File: config.mk
export PLATFORM = sky130hd
export DESIGN_NAME = im_cache_pool_sched
export DESIGN_NICKNAME = d
export VERILOG_FILES = /design/src/rtl/im_cache_pool_sched.sv
export SDC_FILE = /design/constraint.sdc
export NUM_CORES = 1
export LEC_CHECK = 0
export BUFFER_PORTS_ARGS = -buffer_cell sky130_fd_sc_hd__buf_2
export CAP_MARGIN = 40
export CORE_UTILIZATION = 50
export CTS_BUF_LIST = sky130_fd_sc_hd__clkbuf_4 sky130_fd_sc_hd__clkbuf_8 sky130_fd_sc_hd__clkbuf_16
export CTS_CLUSTER_SIZE = 8
export DETAILED_ROUTE_END_ITERATION = 8
export PLACE_DENSITY = 0.72
export SYNTH_ARGS = -nofsm -noshare
export SYNTH_HDL_FRONTEND = slang
export SYNTH_SLANG_ARGS = --single-unit
File: constraint.sdc
create_clock -name clk -period 2.6 [get_ports clk]
set_input_delay 0.13 -clock clk [delete_from_list [all_inputs] [get_ports clk]]
set_output_delay 0.13 -clock clk [all_outputs]
set_load 0.05 [all_outputs]
File: src/rtl/im_cache_pool_sched.sv
`default_nettype none
// ============================================================================
// im_cache_pool_sched : grants the 4-bank pooling cache to the writer for N
// passes, drains, then walks every 2x2 neighbourhood with per-bank masks.
// Revision 1.0
// ============================================================================
module im_cache_pool_sched #(
  parameter int IM_CACHE_ADDR_WIDTH = 10,
  parameter int DIM_WIDTH           = 9,
  parameter int PASS_WIDTH          = 10,
  parameter int IM_CACHE_DELAY      = 2
) (
  input  logic                           clk,
  input  logic                           reset_n,
  input  logic [DIM_WIDTH-1:0]           max_row_in,
  input  logic [DIM_WIDTH-1:0]           max_col_in,
  input  logic [PASS_WIDTH-1:0]          pass_count_in,
  input  logic                           params_valid_in,
  input  logic                           wr_last_in,
  output logic                           wr_grant_out,
  input  logic                           pool_stall_in,
  output logic [IM_CACHE_ADDR_WIDTH-1:0] pool_rd_addr_out,
  output logic [3:0]                     pool_rd_sel_out,
  output logic                           pool_data_valid_out,
  output logic [3:0]                     pool_mask_out,
  output logic                           pool_last_out,
  output logic                           busy_out,
  output logic                           done_out,
  output logic                           err_out
);

  localparam int CNT_W = (IM_CACHE_DELAY < 2) ? 1 : $clog2(IM_CACHE_DELAY);
  localparam logic [CNT_W-1:0] DLY_LAST = CNT_W'(IM_CACHE_DELAY - 1);
  localparam logic [DIM_WIDTH:0] ONE_W = 1;

  typedef enum logic [2:0] {
    IDLE  = 3'd0,
    LOAD  = 3'd1,
    WRITE = 3'd2,
    DRAIN = 3'd3,
    READ  = 3'd4,
    FLUSH = 3'd5
  } state_t;

  state_t state, state_next;

  logic [DIM_WIDTH-1:0]           max_row, max_col;
  logic [PASS_WIDTH-1:0]          pass_target, pass_cnt;
  logic [DIM_WIDTH-1:0]           pool_rows, pool_cols, prow, pcol;
  logic [IM_CACHE_ADDR_WIDTH-1:0] rd_addr;
  logic [CNT_W-1:0]               dcnt;
  logic [3:0]                     iss_mask;
  logic                           iss_last;
  logic [IM_CACHE_DELAY-1:0]      v_pipe, l_pipe;
  logic [3:0]                     m_pipe [IM_CACHE_DELAY];

  logic                           accept, pass_hit, delay_done, issue;
  logic                           col_end, row_end, nbh_last;
  logic [DIM_WIDTH:0]             col_odd, row_odd;
  logic [3:0]                     nbh_mask;

  assign accept     = (state == IDLE) && params_valid_in;
  assign pass_hit   = wr_last_in && ((pass_cnt + PASS_WIDTH'(1)) == pass_target);
  assign delay_done = (dcnt == DLY_LAST);
  assign issue      = (state == READ) && !pool_stall_in;
  assign col_end    = (pcol == pool_cols - DIM_WIDTH'(1));
  assign row_end    = (prow == pool_rows - DIM_WIDTH'(1));
  assign nbh_last   = row_end && col_end;

  // Odd source row/col of the neighbourhood exists only if it is inside the image
  assign col_odd     = {pcol, 1'b1};
  assign row_odd     = {prow, 1'b1};
  assign nbh_mask[0] = 1'b1;
  assign nbh_mask[1] = (col_odd < {1'b0, max_col});
  assign nbh_mask[2] = (row_odd < {1'b0, max_row});
  assign nbh_mask[3] = nbh_mask[1] & nbh_mask[2];

  always_ff @(posedge clk or negedge reset_n) begin
    if (!reset_n) state <= IDLE;
    else          state <= state_next;
  end

  always_comb begin
    state_next = state;
    case (state)
      IDLE:    if (params_valid_in) state_next = LOAD;
      LOAD:    state_next = WRITE;
      WRITE:   if (pass_hit) state_next = DRAIN;
      DRAIN:   if (delay_done) state_next = READ;
      READ:    if (issue && nbh_last) state_next = FLUSH;
      FLUSH:   if (delay_done) state_next = IDLE;
      default: state_next = IDLE;
    endcase
  end

  always_ff @(posedge clk or negedge reset_n) begin
    if (!reset_n) begin
      max_row     <= '0;
      max_col     <= '0;
      pass_target <= '0;
      pass_cnt    <= '0;
      pool_rows   <= '0;
      pool_cols   <= '0;
      prow        <= '0;
      pcol        <= '0;
      rd_addr     <= '0;
      dcnt        <= '0;
    end else begin
      case (state)
        IDLE: if (params_valid_in) begin
          max_row     <= max_row_in;
          max_col     <= max_col_in;
          pass_target <= (pass_count_in == '0) ? PASS_WIDTH'(1) : pass_count_in;
        end
        LOAD: begin
          pool_rows <= DIM_WIDTH'(({1'b0, max_row} + ONE_W) >> 1);
          pool_cols <= DIM_WIDTH'(({1'b0, max_col} + ONE_W) >> 1);
          pass_cnt  <= '0;
          prow      <= '0;
          pcol      <= '0;
          rd_addr   <= '0;
          dcnt      <= '0;
        end
        WRITE: if (wr_last_in) pass_cnt <= pass_cnt + PASS_WIDTH'(1);
        DRAIN, FLUSH: dcnt <= delay_done ? '0 : dcnt + CNT_W'(1);
        // Row-major address advances by one, so prow*pool_cols+pcol needs no multiplier
        READ: if (issue) begin
          rd_addr <= rd_addr + IM_CACHE_ADDR_WIDTH'(1);
          if (col_end) begin
            pcol <= '0;
            prow <= prow + DIM_WIDTH'(1);
          end else begin
            pcol <= pcol + DIM_WIDTH'(1);
          end
        end
        default: ;
      endcase
    end
  end

  always_ff @(posedge clk or negedge reset_n) begin
    if (!reset_n) begin
      wr_grant_out     <= 1'b0;
      busy_out         <= 1'b0;
      pool_rd_addr_out <= '0;
      pool_rd_sel_out  <= 4'b0000;
      iss_mask         <= 4'b0000;
      iss_last         <= 1'b0;
      done_out         <= 1'b0;
      err_out          <= 1'b0;
      v_pipe           <= '0;
      l_pipe           <= '0;
      for (int i = 0; i < IM_CACHE_DELAY; i++) m_pipe[i] <= 4'b0000;
    end else begin
      wr_grant_out    <= (state_next == WRITE);
      busy_out        <= (state_next != IDLE);
      pool_rd_sel_out <= issue ? 4'b1111 : 4'b0000;
      iss_mask        <= issue ? nbh_mask : 4'b0000;
      iss_last        <= issue && nbh_last;
      if (issue) pool_rd_addr_out <= rd_addr;
      done_out        <= (state == FLUSH) && delay_done;
      err_out         <= (accept ? 1'b0 : err_out) | (wr_last_in && (state != WRITE));
      // Side-band follows the bank read through the cache latency
      v_pipe[0] <= |pool_rd_sel_out;
      m_pipe[0] <= iss_mask;
      l_pipe[0] <= iss_last;
      for (int i = 1; i < IM_CACHE_DELAY; i++) begin
        v_pipe[i] <= v_pipe[i-1];
        m_pipe[i] <= m_pipe[i-1];
        l_pipe[i] <= l_pipe[i-1];
      end
    end
  end

  assign pool_data_valid_out = v_pipe[IM_CACHE_DELAY-1];
  assign pool_mask_out       = m_pipe[IM_CACHE_DELAY-1];
  assign pool_last_out       = l_pipe[IM_CACHE_DELAY-1];

endmodule
`default_nettype wire

==> results.yml, run 1 <==
yosys:
  synth_edf_count: 0
  synth_area_um2: 6310
  synth.most_common_cell: "dfrtp_1"
  ys_seq_elements: 117
  yosysSeqAreaShare_pct: 46.4
  ys_types: 59
  async_reset_ff_share_pct: 100
  synthFlopType: "dfrtp_1"
  synth_top_area_cell: "dfrtp_1"
  syn_nets: 728
  yosys.area.top_type_share_pct: 46.4
  synth_area_leaders: "dfrtp_1, nand2_1, xnor2_1"
  ys_top_cells_by_count: "dfrtp_1, nand2_1, o21ai_0, nor2_1, xnor2_1"
  synthCells: 673
  yosys_warnings: 0
  syn_avg_cell_area_um2: 9.37
critical_path:
  crit_fanout: 11
  reg2reg_from: "pool_cols[1]"
  critical_path.max_stage_delay_ps: 420
  r2r_setup_slack_ps: 110
  r2r_cells: 11
  endpoint_kind: "flip-flop"
  worstSetupStartpointType: "flip-flop"
  cp.arrival_ps: 2770
  slowest_stage: "dfrtp_1"
  cp_top_family: "simple AND/OR/NAND/NOR gates"
  worstPathRequired_ps: 2880
  r2r-end: "prow[0]"
  worst-path-buf-inv: 3
  cp_common_cell: "buf_4"
  path_cells: "inv_1 -> ha_1 -> nor3b_4 -> buf_4 -> nor3b_2 -> a32o_1 -> a41oi_1 -> buf_4 -> or2_2 -> nor2_2 -> o22ai_1"
  crit_type: "reg2reg"
timing:
  slew-limit-headroom_pct: 40.7
  worstMarginPinSlew_ps: 878
  fin_crit_ps: 2490
  hold_viol_final: 0
  final.setup_skew_ps: 7.17
  setup_violations: 0
  slew_violations: 0
  fmax_mhz: 402
  fin_crit_sh_pct: 95.8
  grt_setup_unrepaired: "true"
layout:
  diodes: 0
  fin_nets: 813
  drive_gt1_share_pct: 17.8
  fin_cells: 938
  syn2layout_area_growth_pct: 22.9
  fin_area_um2: 7750
die:
  design.core.area_um2: 12200
  die_w_um: 114
  io_pins: 57
  die_h_um: 114
  start_util_pct: 51.9
  die-area_um2: 13100
  rows: 40
hold_path:
  hold_class: "in2reg"
  hold_start: "params_valid_in"
  worstHoldPathCells: 3
  min_to: "err_out"
clocking:
  numCtsBuffers: 17
  root_buffer: "clkbuf_16"
  cts_sinks: 117
  clock_latency_ps: 420
  clk_pin_slew_ps: 50
  clock_path_buffers: 2
  cts_tree: "done"
  cts_max_level: 4
routing:
  drt_first_pass_iters: 5
  drt_iter0_drc: 301
  antenna_left: 0
  viasPerCell: 5.40
  dr_total_vias: 5069
  drc_errors: 0
  wl_um: 13700
  wl_per_cell_um: 14.6
pwr:
  p_leak_nw: 3.78
  powerDensity_nw_per_um2: 612
  peakVddDrop_v: 0.000718
global_routing:
  antenna_found_initial: 0
  grt.total_usage_pct: 23.1
  grt_pass1_vias: 5092
  grt_pass1_wl_um: 23400
  gr-total-overflow: 0
  grt_max_degree: 118
placement:
  portBuffers: 56
  place_area_um2: 6770
  place.gp.congestion: 0.869
  place_hpwl_um: 9420
  post-place-cells: 876
status:
  status: "finished, final reports clean"
run:
  max-cap-violations: 0
[cell type report]
class	instances	area, um^2
Fill cell	990	4410
Multi-Input combinational cell	488	3120
Clock buffer	22	482
Clock inverter	9	150
Inverter	29	109
Tap cell	168	210
Timing Repair Buffer	105	751
Sequential cell	117	2930
[worst max path at each step]
stage | from | endpoint | slack, ps | cells past startpoint
after floorplan | pool_cols[0] | prow[0] | 240 | 10
after global placement | pool_cols[0] | prow[7] | 160 | 9
after detailed placement | pool_cols[0] | pcol[6] | 8 | 11
after CTS | pool_cols[0] | pcol[6] | -20 | 11
after global routing | pool_cols[1] | pcol[6] | -30 | 11
final | pool_cols[1] | prow[0] | 110 | 11
[cell usage in the layout, fill, tap and decap left out, drive strengths merged, types with 23 or more instances in the layout]
cell type    count
inv             29
nand2          105
buf             75
nor2            47
dfrtp          117
o21ai           62
dlygate4sd3     30
xnor2           38
nand3           23
[registers in the layout (all words and copies together), names as in the netlist, 2 cells and up]
name,count
state,3
pool_cols,9
l_pipe,2
m_pipe,3
pcol,9
pool_rows,9
max_row,9
iss_mask,4
pass_target,10
pool_rd_addr_out,10
pass_cnt,10
rd_addr,10
pool_mask_out,4
max_col,9
prow,9
[layer usage]
metal  track usage (%)  up-vias  part of all wire [%]
met3              6.03       31                   4.3
met4              10.5        0                   2.1
met2              38.7      121                    49
met1              28.1     2421                    44
met5                 0        -                     0
li1                  -     2496                     -
[stage by stage]
step / hold slack (ps) / setup TNS (ps) / setup WS [ps] / total power [mW] / util [%]
floorplan: -166 / 0 / 243 / 2.14 / -
global placement: 266 / 0 / 158 / 2.24 / 55.7
detailed placement: 268 / 0 / 7.63 / 2.25 / 55.7
CTS: 111 / -40.5 / -20.1 / 4.79 / 63.3
global route: 139 / -78.3 / -28.5 / 4.92 / 63.7
finish: 126 / 0 / 110 / 4.74 / 63.7
[power breakdown]
part           internal [mW]  switching [mW]  total (mW)
combinational          0.148           0.158       0.306
clock                   1.69           0.793        2.48
sequential              1.87          0.0847        1.95
[worst register-to-register path, cell delays in order, from the launching register on]
cell,delay (ps)
dfrtp_1,420
inv_1,120
ha_1,210
nor3b_4,240
buf_4,150
nor3b_2,190
a32o_1,190
a41oi_1,50
buf_4,230
or2_2,310
nor2_2,130
o22ai_1,120
[kinds of logic after synthesis]
logic type	Yosys count	share of synthesized area, %
xor+xnor	60	8.33
mux	17	2.92
buf+inv	68	4.80
simple gates	256	20.0
fa+ha+maj	22	4.36
compound gates	133	13.2
flops	117	46.4
[what timing repair did]
item / CTS / global route
gates cloned: 0 / 0
endpoints found under the setup margin: 3 / 18
setup buffers: 0 / 1
hold buffers: 30 / 0
pin swaps: 0 / 1
resized for setup: 0 / 8
endpoints found under the hold margin: 146 / 0
(Power assumes the default switching activity.)
==> inputs of run 2 (changes only) <==
--- a/config.mk
+++ b/config.mk
@@ -8,3 +8,3 @@
 export BUFFER_PORTS_ARGS = -buffer_cell sky130_fd_sc_hd__buf_2
-export CAP_MARGIN = 40
+export CORE_MARGIN = 3
 export CORE_UTILIZATION = 50
==> constraint.sdc (replaced) <==
create_clock -name clk -period 2.6 [get_ports clk]
set_input_delay 0 -clock clk [delete_from_list [all_inputs] [get_ports clk]]
set_output_delay 0 -clock clk [all_outputs]
set_load 0.05 [all_outputs]
==> results.yml, run 2 (synthesis gave the netlist of run 1 again) <==
status:
  status: "finished, final reports clean"
layout:
  postLayoutCoreUtil_pct: 63.3
  diodes: 0
  fin_cells: 939
  mostFrequentLayoutCells: "dfrtp_1, nand2_1, o21ai_0, buf_2, nor2_1"
  fin_nets: 816
  syn2layout_area_growth_pct: 22.0
  fin_area_um2: 7690
  mostFrequentLayoutCell: "dfrtp_1"
  drive_gt1_share_pct: 17.6
timing:
  worstMarginPinSlew_ps: 821
  fin_crit_ps: 2440
  setup_violations: 0
  hold_viol_final: 0
  grt_setup_unrepaired: "false"
  fin_crit_sh_pct: 93.7
  final.setup_skew_ps: 9.63
  whs_ps: 44.4
  slew-limit-headroom_pct: 44.6
  slew_violations: 0
  setup_tns_ps: 0
  fin_ws_ps: 164
  fmax_mhz: 411
run:
  max-cap-violations: 0
critical_path:
  worst-path-stages: 9
  cp_top_family: "simple AND/OR/NAND/NOR gates"
  worstPathRequired_ps: 2900
  endpoint_kind: "flip-flop"
  r2r_setup_slack_ps: 160
  reg2reg_from: "pool_cols[0]"
  worstSetupStartpointType: "flip-flop"
  slowest_stage: "a2111o_1"
  crit_fanout: 8
  crit_path_end: "prow[4]"
  r2r_cells: 9
  cp.arrival_ps: 2740
  path_cells: "buf_4 -> nor4_4 -> a21o_1 -> a31oi_1 -> a2111o_1 -> buf_6 -> nor4_2 -> xnor2_1 -> nor2_1"
  critical_path.max_stage_delay_ps: 460
  crit_type: "reg2reg"
  worst-path-buf-inv: 2
  startpoint: "pool_cols[0]"
  r2r-end: "prow[4]"
pwr:
  sw_frac_of_total_pct: 22.9
  peakVddDrop_v: 0.000493
  power.total_mw: 4.48
  p_leak_nw: 3.77
  p_int_mw: 3.45
  p_comb_share_pct: 7.0
  powerDensity_nw_per_um2: 582
  p_clk_share_pct: 49.4
  p_sw_mw: 1.02
  seqPwrFrac_pct: 43.6
clocking:
  clock_latency_ps: 420
  numCtsBuffers: 17
  clock_path_buffers: 2
  clk_pin_slew_ps: 50
  cts_tree: "done"
  root_buffer: "clkbuf_16"
  cts_max_level: 4
  cts_sinks: 117
routing:
  wl_per_cell_um: 14.8
  wl_um: 13900
  drt_iter0_drc: 330
  viasPerCell: 5.43
  drc_errors: 0
  antenna_left: 0
  dr_total_vias: 5096
  drt_first_pass_iters: 6
global_routing:
  grt_pass1_vias: 5182
  grt_pass1_wl_um: 24000
  grt_max_degree: 61
  gr-total-overflow: 0
  antenna_found_initial: 0
  grt.total_usage_pct: 21.0
die:
  die_w_um: 118
  start_util_pct: 51.9
  io_pins: 57
  die_h_um: 118
  rows: 40
  die-area_um2: 14000
  design.core.area_um2: 12200
hold_path:
  hold_start: "pool_stall_in"
  worstHoldPathCells: 3
  hold_class: "in2reg"
placement:
  dpl_worst_slack_ps: -25.5
  post-place-cells: 877
  place_area_um2: 6780
  place_hpwl_um: 9740
  place.gp.congestion: 0.870
  portBuffers: 56
==> run 2: what timing repair did <==
action                     CTS  global route
hold buffers                31             0
setup endpoints to repair    3            12
hold endpoints to repair    88             0
pin swaps                    0             2
setup buffers                0             2
resized for setup            3             4
==> run 2: per-layer routing <==
layer / routed length, um / share of wire (%) / track usage, % / vias to the layer above
met5: 0 / 0 / 0 / -
met2: 6850 / 49 / 35.7 / 108
met3: 614 / 4.4 / 6.08 / 16
met1: 6240 / 45 / 26.0 / 2467
li1: - / - / - / 2505
met4: 191 / 1.4 / 6.30 / 0
==> run 2: worst min path at each step <==
stage	end
CTS	prow[0]
global placement	pool_mask_out[0]
detailed placement	pool_mask_out[1]
global route	prow[0]
finish	prow[0]
floorplan	busy_out
==> run 2: final cells by class <==
cell class,instances,area (um^2)
clock inverter,4,47.5
timing repair buffer,108,779
inverter,29,109
tap,168,210
clock buffer,25,510
multi-input combinational,488,3110
fill,985,4470
sequential,117,2930
==> run 2: power groups by stage <==
stage          Sequential (mW)  Clock [mW]  Combinational (mW)
5_1_grt                   1.96        2.34               0.351
6_report                  1.95        2.21               0.313
3_5_place_dp              1.98           0               0.276
2_1_floorplan             1.94           0               0.206
4_1_cts                   1.95        2.25               0.314
3_3_place_gp              1.98           0               0.266
==> run 2: worst min-delay path, delay by kind of cell <==
kind	cells	cell delay (ps)
buffers and inverters	1	150
AOI/OAI and AO/OA	2	260
==> inputs of run 3 (changes only) <==
Settings changed: CELL_PAD_IN_SITES_DETAIL_PLACEMENT from default to 1, CELL_PAD_IN_SITES_GLOBAL_PLACEMENT from default to 1, CORE_UTILIZATION 50 to 46, PLACE_DENSITY 0.72 to 0.83.
==> results.yml, run 3 (synthesis gave the netlist of run 1 again) <==
critical_path:
  worstSetupStartpointType: "flip-flop"
  critical_path.max_stage_delay_ps: 420
  path_cells: "inv_1 -> ha_2 -> nor3b_4 -> nand2_1 -> xnor2_1 -> a2111o_1 -> buf_4 -> nor4_2 -> xnor2_1 -> nor2_1"
  cp.arrival_ps: 2820
  r2r_cells: 10
  slowest_stage: "dfrtp_1"
  endpoint_kind: "flip-flop"
  worstPathRequired_ps: 2900
  cp_common_cell: "xnor2_1"
  crit_type: "reg2reg"
  r2r_setup_slack_ps: 90
  crit_fanout: 5
clocking:
  cts_sinks: 117
  clock_path_buffers: 2
  numCtsBuffers: 17
  cts_max_level: 4
  cts_tree: "done"
  clk_pin_slew_ps: 60
  clock_latency_ps: 420
  root_buffer: "clkbuf_16"
timing:
  setup_violations: 0
  hold_viol_final: 0
  fin_crit_sh_pct: 96.6
  final.setup_skew_ps: 6.02
  fmax_mhz: 398
  slew_violations: 0
  fin_crit_ps: 2510
  slew-limit-headroom_pct: 28.8
  whs_ps: 62.4
  worstMarginPinSlew_ps: 1050
die:
  design.core.area_um2: 13300
  die_w_um: 123
  rows: 42
  die-area_um2: 15200
  io_pins: 57
  die_h_um: 123
  start_util_pct: 47.3
layout:
  mostFrequentLayoutCell: "dfrtp_1"
  syn2layout_area_growth_pct: 24.0
  mostFrequentLayoutCells: "dfrtp_1, nand2_1, o21ai_0, buf_2, nor2_1"
  fin_nets: 821
  drive_gt1_share_pct: 19.0
  diodes: 0
  fin_area_um2: 7820
global_routing:
  grt_pass1_vias: 5811
  antenna_found_initial: 0
  grt_max_degree: 58
  gr-total-overflow: 0
  grt.total_usage_pct: 24.7
  grt_pass1_wl_um: 28800
status:
  status: "finished, final reports clean"
routing:
  viasPerCell: 5.59
  drc_errors: 0
  drt_first_pass_iters: 4
  antenna_left: 0
  wl_um: 17600
  wl_per_cell_um: 18.5
  dr_total_vias: 5333
  drt_iter0_drc: 251
hold_path:
  worstHoldPathCells: 3
  hold_class: "in2reg"
placement:
  place_hpwl_um: 11700
  place.gp.congestion: 0.881
  portBuffers: 56
  place_area_um2: 6780
pwr:
  p_leak_nw: 3.84
  p_sw_mw: 1.11
  peakVddDrop_v: 0.000456
  seqPwrFrac_pct: 40.9
  p_comb_share_pct: 7.0
  p_clk_share_pct: 52.2
  powerDensity_nw_per_um2: 614
  p_int_mw: 3.69
  sw_frac_of_total_pct: 23.0
run:
  max-cap-violations: 0
[run 3: worst paths after layout]
path                          startpoint          endpoint
max                         pool_cols[1]           prow[4]
min                        pool_stall_in           prow[0]
max reg2reg                 pool_cols[1]           prow[4]
min reg2reg                    v_pipe[0]  pool_mask_out[0]
max in group asynchronous        reset_n       pass_cnt[8]
min in group asynchronous        reset_n       iss_mask[1]
[run 3: through the flow]
step	setup TNS [ps]	power, mW	util, %	setup slack [ps]	std cells
4_1_cts	0	4.83	58.0	63.3	949
2_1_floorplan	0	2.14	-	243	673
6_report	0	4.80	58.6	89.3	954
3_5_place_dp	-267	2.26	50.8	-78.7	885
5_1_grt	-140	4.97	58.6	-46.5	954
3_3_place_gp	0	2.24	50.8	124	885
[run 3: power groups by stage]
stage	sequential, mW	combinational (mW)	clock, mW
after floorplan	1.94	0.206	0
after global placement	1.98	0.266	0
after detailed placement	1.98	0.280	0
after CTS	1.96	0.327	2.55
after global routing	1.97	0.374	2.63
final	1.96	0.334	2.50
[run 3: critical path, delay by kind of cell (launching register included)]
| family | cells | cell delay, ps |
|---|---|---|
| simple gates | 4 | 720 |
| flops | 1 | 420 |
| compound gates | 1 | 420 |
| buf+inv | 2 | 320 |
| xor+xnor | 2 | 300 |
| fa+ha+maj | 1 | 210 |
[run 3: layout make-up]
class | count | area [um^2]
clock buffers | 21 | 474
clock inverters | 10 | 153
fillers | 1513 | 5530
inverters | 29 | 109
multi-input cells | 488 | 3130
flip-flops and latches | 117 | 2930
well taps | 176 | 220
repair buffers | 113 | 802
[run 3: timing repair]
| action | in CTS | in global routing |
|---|---|---|
| hold buffers | 31 | 0 |
| gates resized for setup | 2 | 12 |
| endpoints found under the hold margin | 85 | 0 |
| buffers inserted | 2 | 4 |
| pin swaps | 1 | 3 |
| cloned | 0 | 1 |
| setup endpoints to repair | 7 | 13 |
[run 3: routing by layer]
layer | GRT usage, % | up-vias | part of all wire [%]
met5 | 0 | - | 0
met4 | 11.6 | 0 | 2.9
met3 | 5.49 | 36 | 3.7
met2 | 43.8 | 102 | 53
met1 | 28.2 | 2687 | 40
li1 | - | 2508 | -
